==> src/rtl/vanilla_remote_req_responder.sv <==
// Memory-side responder for vanilla-core remote requests: stores, loads and
// read-modify-write AMOs against a 1-cycle-latency word SRAM, loads/AMOs answered over valid/yumi.
package vanilla_remote_pkg;
  localparam int RV32_reg_data_width_gp = 32;

  typedef enum logic [1:0] {
    e_amo_swap = 2'b00,
    e_amo_or   = 2'b01,
    e_amo_add  = 2'b10,
    e_amo_rsvd = 2'b11
  } amo_type_e;

  typedef struct packed {
    logic       float_wb;
    logic       is_unsigned_op;
    logic       is_byte_op;
    logic       is_hex_op;
    logic [1:0] part_sel;
  } load_info_s;

  typedef struct packed {
    logic        write_not_read;
    logic        is_amo_op;
    amo_type_e   amo_type;
    logic [3:0]  mask;
    load_info_s  load_info;
    logic [4:0]  reg_id;
    logic [31:0] data;
    logic [31:0] addr;
  } remote_req_s;

  typedef struct packed {
    logic        float_wb;
    logic        is_unsigned_op;
    logic        is_byte_op;
    logic        is_hex_op;
    logic [1:0]  part_sel;
    logic [4:0]  reg_id;
    logic [31:0] data;
  } remote_load_resp_s;
endpackage

module vanilla_remote_req_responder
  import vanilla_remote_pkg::*;
#(
  parameter int addr_width_p = 10,
  parameter int data_width_p = 32
) (
  input  logic                    clk_i,
  input  logic                    reset_i,
  input  logic                    req_v_i,
  input  remote_req_s             req_i,
  output logic                    req_ready_o,
  output logic                    mem_v_o,
  output logic                    mem_w_o,
  output logic [addr_width_p-1:0] mem_addr_o,
  output logic [data_width_p-1:0] mem_data_o,
  output logic [3:0]              mem_mask_o,
  input  logic [data_width_p-1:0] mem_data_i,
  output logic                    resp_v_o,
  output remote_load_resp_s       resp_o,
  input  logic                    resp_yumi_i,
  output logic                    err_o
);

  if (data_width_p != RV32_reg_data_width_gp) begin : g_bad_width
    $error("vanilla_remote_req_responder: data_width_p must be 32");
  end

  typedef enum logic [1:0] {IDLE, LD_RD, AMO_RD, RESP} state_e;

  state_e                  state_r, state_n;
  logic [addr_width_p-1:0] addr_r;
  logic                    in_range_r;
  amo_type_e               amo_type_r;
  logic [data_width_p-1:0] amo_data_r;
  logic [4:0]              reg_id_r;
  load_info_s              load_info_r;
  logic [data_width_p-1:0] resp_data_r;
  logic [data_width_p-1:0] amo_new;

  logic req_in_range, is_store, capture;

  assign req_in_range = ((req_i.addr >> (addr_width_p + 2)) == 32'd0) && (req_i.addr[1:0] == 2'b00);
  assign is_store     = req_i.write_not_read & ~req_i.is_amo_op;
  // Loads and AMOs latch their context at acceptance; req_i is free to change afterwards.
  assign capture      = (state_r == IDLE) && req_v_i && !is_store;

  always_comb begin
    amo_new = amo_data_r;
    case (amo_type_r)
      e_amo_or:  amo_new = mem_data_i | amo_data_r;
      e_amo_add: amo_new = mem_data_i + amo_data_r;
      default:   amo_new = amo_data_r;
    endcase
  end

  always_comb begin
    // NOTE: every output gets a default before the case so no path leaves one unassigned (no latches).
    state_n     = state_r;
    req_ready_o = 1'b0;
    mem_v_o     = 1'b0;
    mem_w_o     = 1'b0;
    mem_addr_o  = req_i.addr[addr_width_p+1:2];
    mem_data_o  = req_i.data;
    mem_mask_o  = req_i.mask;
    resp_v_o    = 1'b0;
    err_o       = 1'b0;
    case (state_r)
      IDLE: begin
        req_ready_o = 1'b1;
        if (req_v_i) begin
          err_o   = ~req_in_range;
          mem_v_o = req_in_range;
          mem_w_o = is_store;
          if (!is_store) state_n = req_i.is_amo_op ? AMO_RD : LD_RD;
        end
      end
      LD_RD: state_n = RESP;
      AMO_RD: begin
        mem_addr_o = addr_r;
        mem_data_o = amo_new;
        mem_mask_o = 4'hF;
        mem_w_o    = 1'b1;
        mem_v_o    = in_range_r && (amo_type_r != e_amo_rsvd);
        state_n    = RESP;
      end
      RESP: begin
        resp_v_o = 1'b1;
        if (resp_yumi_i) state_n = IDLE;
      end
      default: state_n = IDLE;
    endcase
    // Reset overrides everything, including a pending AMO write.
    if (reset_i) begin
      state_n     = IDLE;
      req_ready_o = 1'b0;
      mem_v_o     = 1'b0;
      resp_v_o    = 1'b0;
      err_o       = 1'b0;
    end
  end

  always_ff @(posedge clk_i) begin
    // NOTE: non-blocking assignments so every register samples pre-edge values.
    if (reset_i) begin
      // NOTE: datapath registers are reset too, so resp_o reads 0 out of reset.
      state_r     <= IDLE;
      addr_r      <= '0;
      in_range_r  <= 1'b0;
      amo_type_r  <= e_amo_swap;
      amo_data_r  <= '0;
      reg_id_r    <= '0;
      load_info_r <= '0;
      resp_data_r <= '0;
    end else begin
      state_r <= state_n;
      if (capture) begin
        addr_r      <= req_i.addr[addr_width_p+1:2];
        in_range_r  <= req_in_range;
        amo_type_r  <= req_i.amo_type;
        amo_data_r  <= req_i.data;
        reg_id_r    <= req_i.reg_id;
        load_info_r <= req_i.load_info;
      end
      // Out-of-range reads never touched the SRAM, so their response is forced to zero.
      if (state_r == LD_RD || state_r == AMO_RD)
        resp_data_r <= in_range_r ? mem_data_i : '0;
    end
  end

  always_comb begin
    resp_o                = '0;
    resp_o.float_wb       = load_info_r.float_wb;
    resp_o.is_unsigned_op = load_info_r.is_unsigned_op;
    resp_o.is_byte_op     = load_info_r.is_byte_op;
    resp_o.is_hex_op      = load_info_r.is_hex_op;
    resp_o.part_sel       = load_info_r.part_sel;
    resp_o.reg_id         = reg_id_r;
    resp_o.data           = resp_data_r;
  end

  yumi_needs_valid: assert property (@(posedge clk_i) disable iff (reset_i) resp_yumi_i |-> resp_v_o);

endmodule

==> config.mk <==
export PLATFORM = sky130hd
export DESIGN_NAME = vanilla_remote_req_responder
export DESIGN_NICKNAME = d
export VERILOG_FILES = /design/src/rtl/vanilla_remote_req_responder.sv
export SDC_FILE = /design/constraint.sdc
export NUM_CORES = 1
export LEC_CHECK = 0
export ABC_CLOCK_PERIOD_IN_PS = 5900
export BUFFER_PORTS_ARGS = -buffer_cell sky130_fd_sc_hd__buf_2
export CORE_ASPECT_RATIO = 1.75
export CORE_UTILIZATION = 55
export DETAILED_ROUTE_END_ITERATION = 7
export GPL_TIMING_DRIVEN = 0
export PLACE_DENSITY_LB_ADDON = 0.25
export SYNTH_ARGS = -nofsm -noshare
export SYNTH_HDL_FRONTEND = slang
export SYNTH_SLANG_ARGS = --single-unit
==> constraint.sdc <==
create_clock -name clk_i -period 5.9 [get_ports clk_i]
set_input_delay 0 -clock clk_i [delete_from_list [all_inputs] [get_ports clk_i]]
set_output_delay 0 -clock clk_i [all_outputs]
set_load 0.03 [all_outputs]
## Word-level counts from Yosys, hierarchy flattened

Cells that the tools add are included.

| word-level totals | value |
|---|---|
| register bits | 90 |
| bits of input ports | 119 |
| output and inout port bits | 94 |
| word-level logic and storage cells | 59 |

| cells by class | value |
|---|---|
| $add $sub $neg | 1 |
| equality and inequality tests | 9 |
| mux-type cells | 22 |
| bitwise logic cells | 4 |
| reduce and logical (&&, ||, !) cells | 11 |

Operators with widths:

| operator | count |
|---|---|
| 2-to-1 mux 32 bit | 2 |
| case mux 32 bit (2 select lines) | 1 |
| adder 32 bit | 1 |
| logical NOT 32 bit | 1 |
| OR 32 bit | 1 |
| 2-to-1 mux 1 bit | 10 |
| 2-to-1 mux 10 bit | 1 |
| 2-to-1 mux 2 bit | 4 |
| inequality test 2 bit, second input constant | 4 |
| equality test 2 bit, second input constant | 3 |
| case mux 2 bit (3 select lines) | 1 |
| equality test 2 x 1 -> 1 bit, second input constant | 2 |
| logical AND 1 bit | 4 |
| logical NOT 2 bit | 2 |
| 2-to-1 mux 4 bit | 1 |
| case mux 1 bit (2 select lines) | 2 |
| AND reduction 3 bit | 1 |
| NOT 1 bit | 2 |
| OR reduction 2 bit | 1 |
| AND 1 bit | 1 |
| logical NOT 1 bit | 1 |
| logical OR 1 bit | 1 |

## Longest topological paths before layout

| depth | value |
|---|---|
| depth in word-level cells | 6 |
| gate-level depth with buffers | 11 |
| gate-level depth less buffers | 11 |

## Worst setup path before layout

OpenSTA, ideal clock, no wires.

| timing path | value |
|---|---|
| kind | register -> output |
| from | register amo_data_r[0] |
| to | output port mem_data_o[20] |
| arrival | 3.168 ns |
| required time | 5.900 ns |
| path slack | 2.732 ns |
| cell stages (with the launch flop) | 12 |
| buffers on the path | 0 |
| path through | dfxtp_1 > ha_1 > inv_1 > fa_1 > nor2b_1 > o31a_1 > a211oi_2 > a2111oi_2 > o21bai_1 > nor3b_1 > o31a_1 > a311oi_1 |

| between the ends | value |
|---|---|
| cells in the longest elaborated chain, start to end | 3 |

RTL lines:

| item | RTL line | source |
|---|---|---|
| from (decl) | 76 | `logic [data_width_p-1:0] amo_data_r;` |
| from (signal assigned) | 162 | `amo_data_r <= req_i.data;` |
| adder 32 bit | 93 | `e_amo_add: amo_new = mem_data_i + amo_data_r;` |
| case mux 32 bit (2 select lines) | 91 | `case (amo_type_r)` |
| 2-to-1 mux 32 bit | 109 | `case (state_r)` |
| to (decl) | 57 | `output logic [data_width_p-1:0] mem_data_o,` |

Every way passes these cells.

## Final worst setup path

| timing path | value |
|---|---|
| from | register amo_data_r[0] |
| to | output port mem_data_o[28] |

The elaborated chain is that of the path after synthesis.

==> flow_metrics.tcl <==
set metrics [dict create \
    hold_class "primary input to flop" \
    slew-limit-headroom 0.464 \
    drt_iter0_drc 509 \
    drive_above_1_share 0.216 \
    die_w_um 86.1 \
    clock_path_buffers 2 \
    ir_drop_uv 226 \
    muxShareOfSynthArea 0.0277 \
    syn_inst 932 \
    grt_pass1_vias 8116 \
    p_int_mw 1.62 \
    synth_top_family_by_area "compound AO/OA/AOI/OAI gates" \
    drcViolationCount 0 \
    wl_per_cell_um 17.3 \
    start_util 0.564 \
    slew_viol_final 0 \
    power.share.clock 0.211 \
    synthAdderAreaFrac 0.130 \
    fmax_ghz 0.265 \
    mostFrequentLayoutCells "buf_2, nand2_1, a21oi_1" \
    setup_violations 0 \
    synth_xor_area_frac 0.0283 \
    std_cell_rows 53 \
    drtPass1Iterations 6 \
    n_fill_cell 909 \
    end_kind "output port" \
    period_share 0.640 \
    switching_share 0.482 \
    synth-seq-cells 90 \
    status "completed" \
    io_pins 213 \
    comb_power_share 0.558 \
    post_cts_resize_count 0 \
    critPathLaunchType "flop" \
    cts_root_buf "clkbuf_16" \
    antenna_found_initial 0 \
    coreArea_um2 12100 \
    arrival_ns 3.78 \
    dieArea_um2 12800 \
    cts_tree "done" \
    grt_use_total 0.378 \
    cts.sink_count 90 \
    drtAntennaViolNets 0 \
    min_period_ns 3.78 \
    required_ns 5.90 \
    maxCapViolCount 0 \
    hold_viol 0 \
    cts_buffers 9 \
    crit_buf_inv 2 \
    seq_area_frac_synth 0.265 \
    tns_ns 0 \
    htreeDepth 3 \
    worstMarginPinSlew_ns 0.804 \
    grt_max_degree 17 \
    dpl.hpwl_um 17000 \
    wl_um 24400 \
    grt_pass1_wl_um 37900 \
    dpl_worst_slack_ns 2.64 \
    synth_fp_nets 1121 \
    layout.nets 1432 \
    p_sw_mw 1.51 \
    ys_warn_count 0 \
    finalClockSkew_ns 0.0105 \
    area_delta_synth_final_pct 36.5 \
    slowest_delay_ns 0.64 \
    synth_edf_count 0 \
    synth_ff_type "dfxtp_1" \
    syn_area_um2 6810 \
    die_h_um 149 \
    crit_path_max_fanout 5 \
    fin_hold_ws_ns 0.0353 \
    synth-compound-area-share 0.263 \
    netlist-cell-type-count 66 \
    vias_per_cell 5.75 \
    critical_path_class "flop to output port" \
    vias 8130 \
    n_antenna_cell 0 \
    final_common_cell "buf_2" \
    finalWorstSetupSlack_ns 2.12 \
    critPathSlowestCell "a2111oi_2" \
    grt_overflow_total 0 \
    avgSynthCellArea_um2 7.31 \
    rsz0062_at_grt "false" \
    clk_pin_slew_ns 0.07 \
    clkLatencyLatePin_ns 0.35 \
    place.gp.congestion 0.969 \
    path_cells "ha_1 > inv_1 > fa_1 > nor2b_1 > o31a_1 > a211oi_2 > a2111oi_2 > nor4b_1 > o41ai_2 > xnor2_1 > o31ai_1 > buf_2" \
    postCtsSetupBuffers 0 \
    seqPwrFrac 0.230 \
    powerDensity_nw_per_um2 337 \
    path_delay_family "compound AO/OA/AOI/OAI gates" \
    synthSimpleGateAreaFrac 0.203 \
    async_reset_ff_frac 0 \
    hold_buffers 89 \
    io_buffers 211 \
    p_leak_nw 4.30 \
]
-- cell usage after synthesis, drive strengths merged (3+ instances only) --
cell type,n,area (µm²)
a211oi,9,72.6
a21o,17,128
a21oi,129,646
a221oi,6,52.6
a311oi,7,61.3
a31oi,4,25.0
and2,4,26.3
buf,7,37.5
clkbuf,49,186
dfxtp,90,1800
ha,69,863
inv,86,323
mux2,15,169
nand2,142,533
nand3,10,50.1
nand4,9,62.6
nor2,72,270
nor2b,40,250
nor3,4,20.0
nor4,8,50.1
o21a,9,75.1
o21ai,36,180
o21bai,8,60.1
o221a,7,78.8
o221ai,10,87.6
o22ai,7,43.8
o31a,4,35.0
o31ai,9,67.6
or2,5,31.3
or3,3,18.8
xnor2,5,43.8
xor2,17,149
-- power groups by stage --
stage | clock network (mW) | registers (mW) | logic, mW
3_3_place_gp | 0 | 0.730 | 1.63
4_1_cts | 0.665 | 0.719 | 1.70
6_report | 0.661 | 0.721 | 1.75
3_5_place_dp | 0 | 0.733 | 1.65
5_1_grt | 0.689 | 0.728 | 1.87
2_1_floorplan | 0 | 0.743 | 1.13
-- through the flow --
step | total power, mW | util | instance area [µm²] | std cells
after floorplan | 1.88 | - | 6810 | 932
after global placement | 2.36 | 0.669 | 8070 | 1308
after detailed placement | 2.38 | 0.669 | 8070 | 1308
after CTS | 3.09 | 0.770 | 9300 | 1413
after global routing | 3.28 | 0.770 | 9300 | 1413
final | 3.13 | 0.770 | 9300 | 1413
-- per-layer routing --
layer | GRT usage | vias to the layer above | wire length [µm]
li1 | - | 3828 | -
met1 | 0.376 | 3725 | 8420
met5 | 0 | - | 0
met4 | 0.273 | 0 | 1540
met3 | 0.0664 | 127 | 1750
met2 | 0.691 | 450 | 12700
-- final timing paths --
path                                                 start                      end  slack (ns)  cells past startpoint
worst max-delay path            amo_data_r[0]$_SDFFE_PP0P_           mem_data_o[28]        2.12                     12
worst min-delay path                             req_i[81]  state_r[1]$_SDFFE_PP0P_        0.04                      3
worst max register to register     state_r[0]$_SDFFE_PP0P_  resp_o[38]$_SDFFE_PP0P_        3.30                      9
worst min register to register      addr_r[4]$_SDFFE_PP0P_   addr_r[4]$_SDFFE_PP0P_        0.46                      2
-- flip-flops by register name, summed over array words and instances (netlist names) --
name and flops:
addr_r 10, amo_data_r 32, amo_type_r 2, in_range_r 1, reg_id_r 5, resp_data_r 32
resp_o 6, state_r 2
-- cell families after synthesis --
logic type	after synthesis
AOI/OAI and AO/OA	281
xor gates and xnor gates	22
adders and majority gates	70
buffers and inverters	145
DFF	90
muxes	17
and+or+nand+nor	307
-- tightest hold or removal path: stages --
cell,delay [ns]
buf_2,0.12
mux2i_1,0.13
a211oi_1,0.08
-- final cells by class --
type                    count  area [µm²]  area share
clock buffers              10         239      0.0257
clock inverters             6        95.1      0.0102
multi-input cells         697        4440       0.478
repair buffers            300        1950       0.209
inverters                  88         330      0.0355
flip-flops and latches     90        1800       0.194
well taps                 165         206      0.0222
plain buffers              57         235      0.0253
Power figures use the tool's default switching activity.
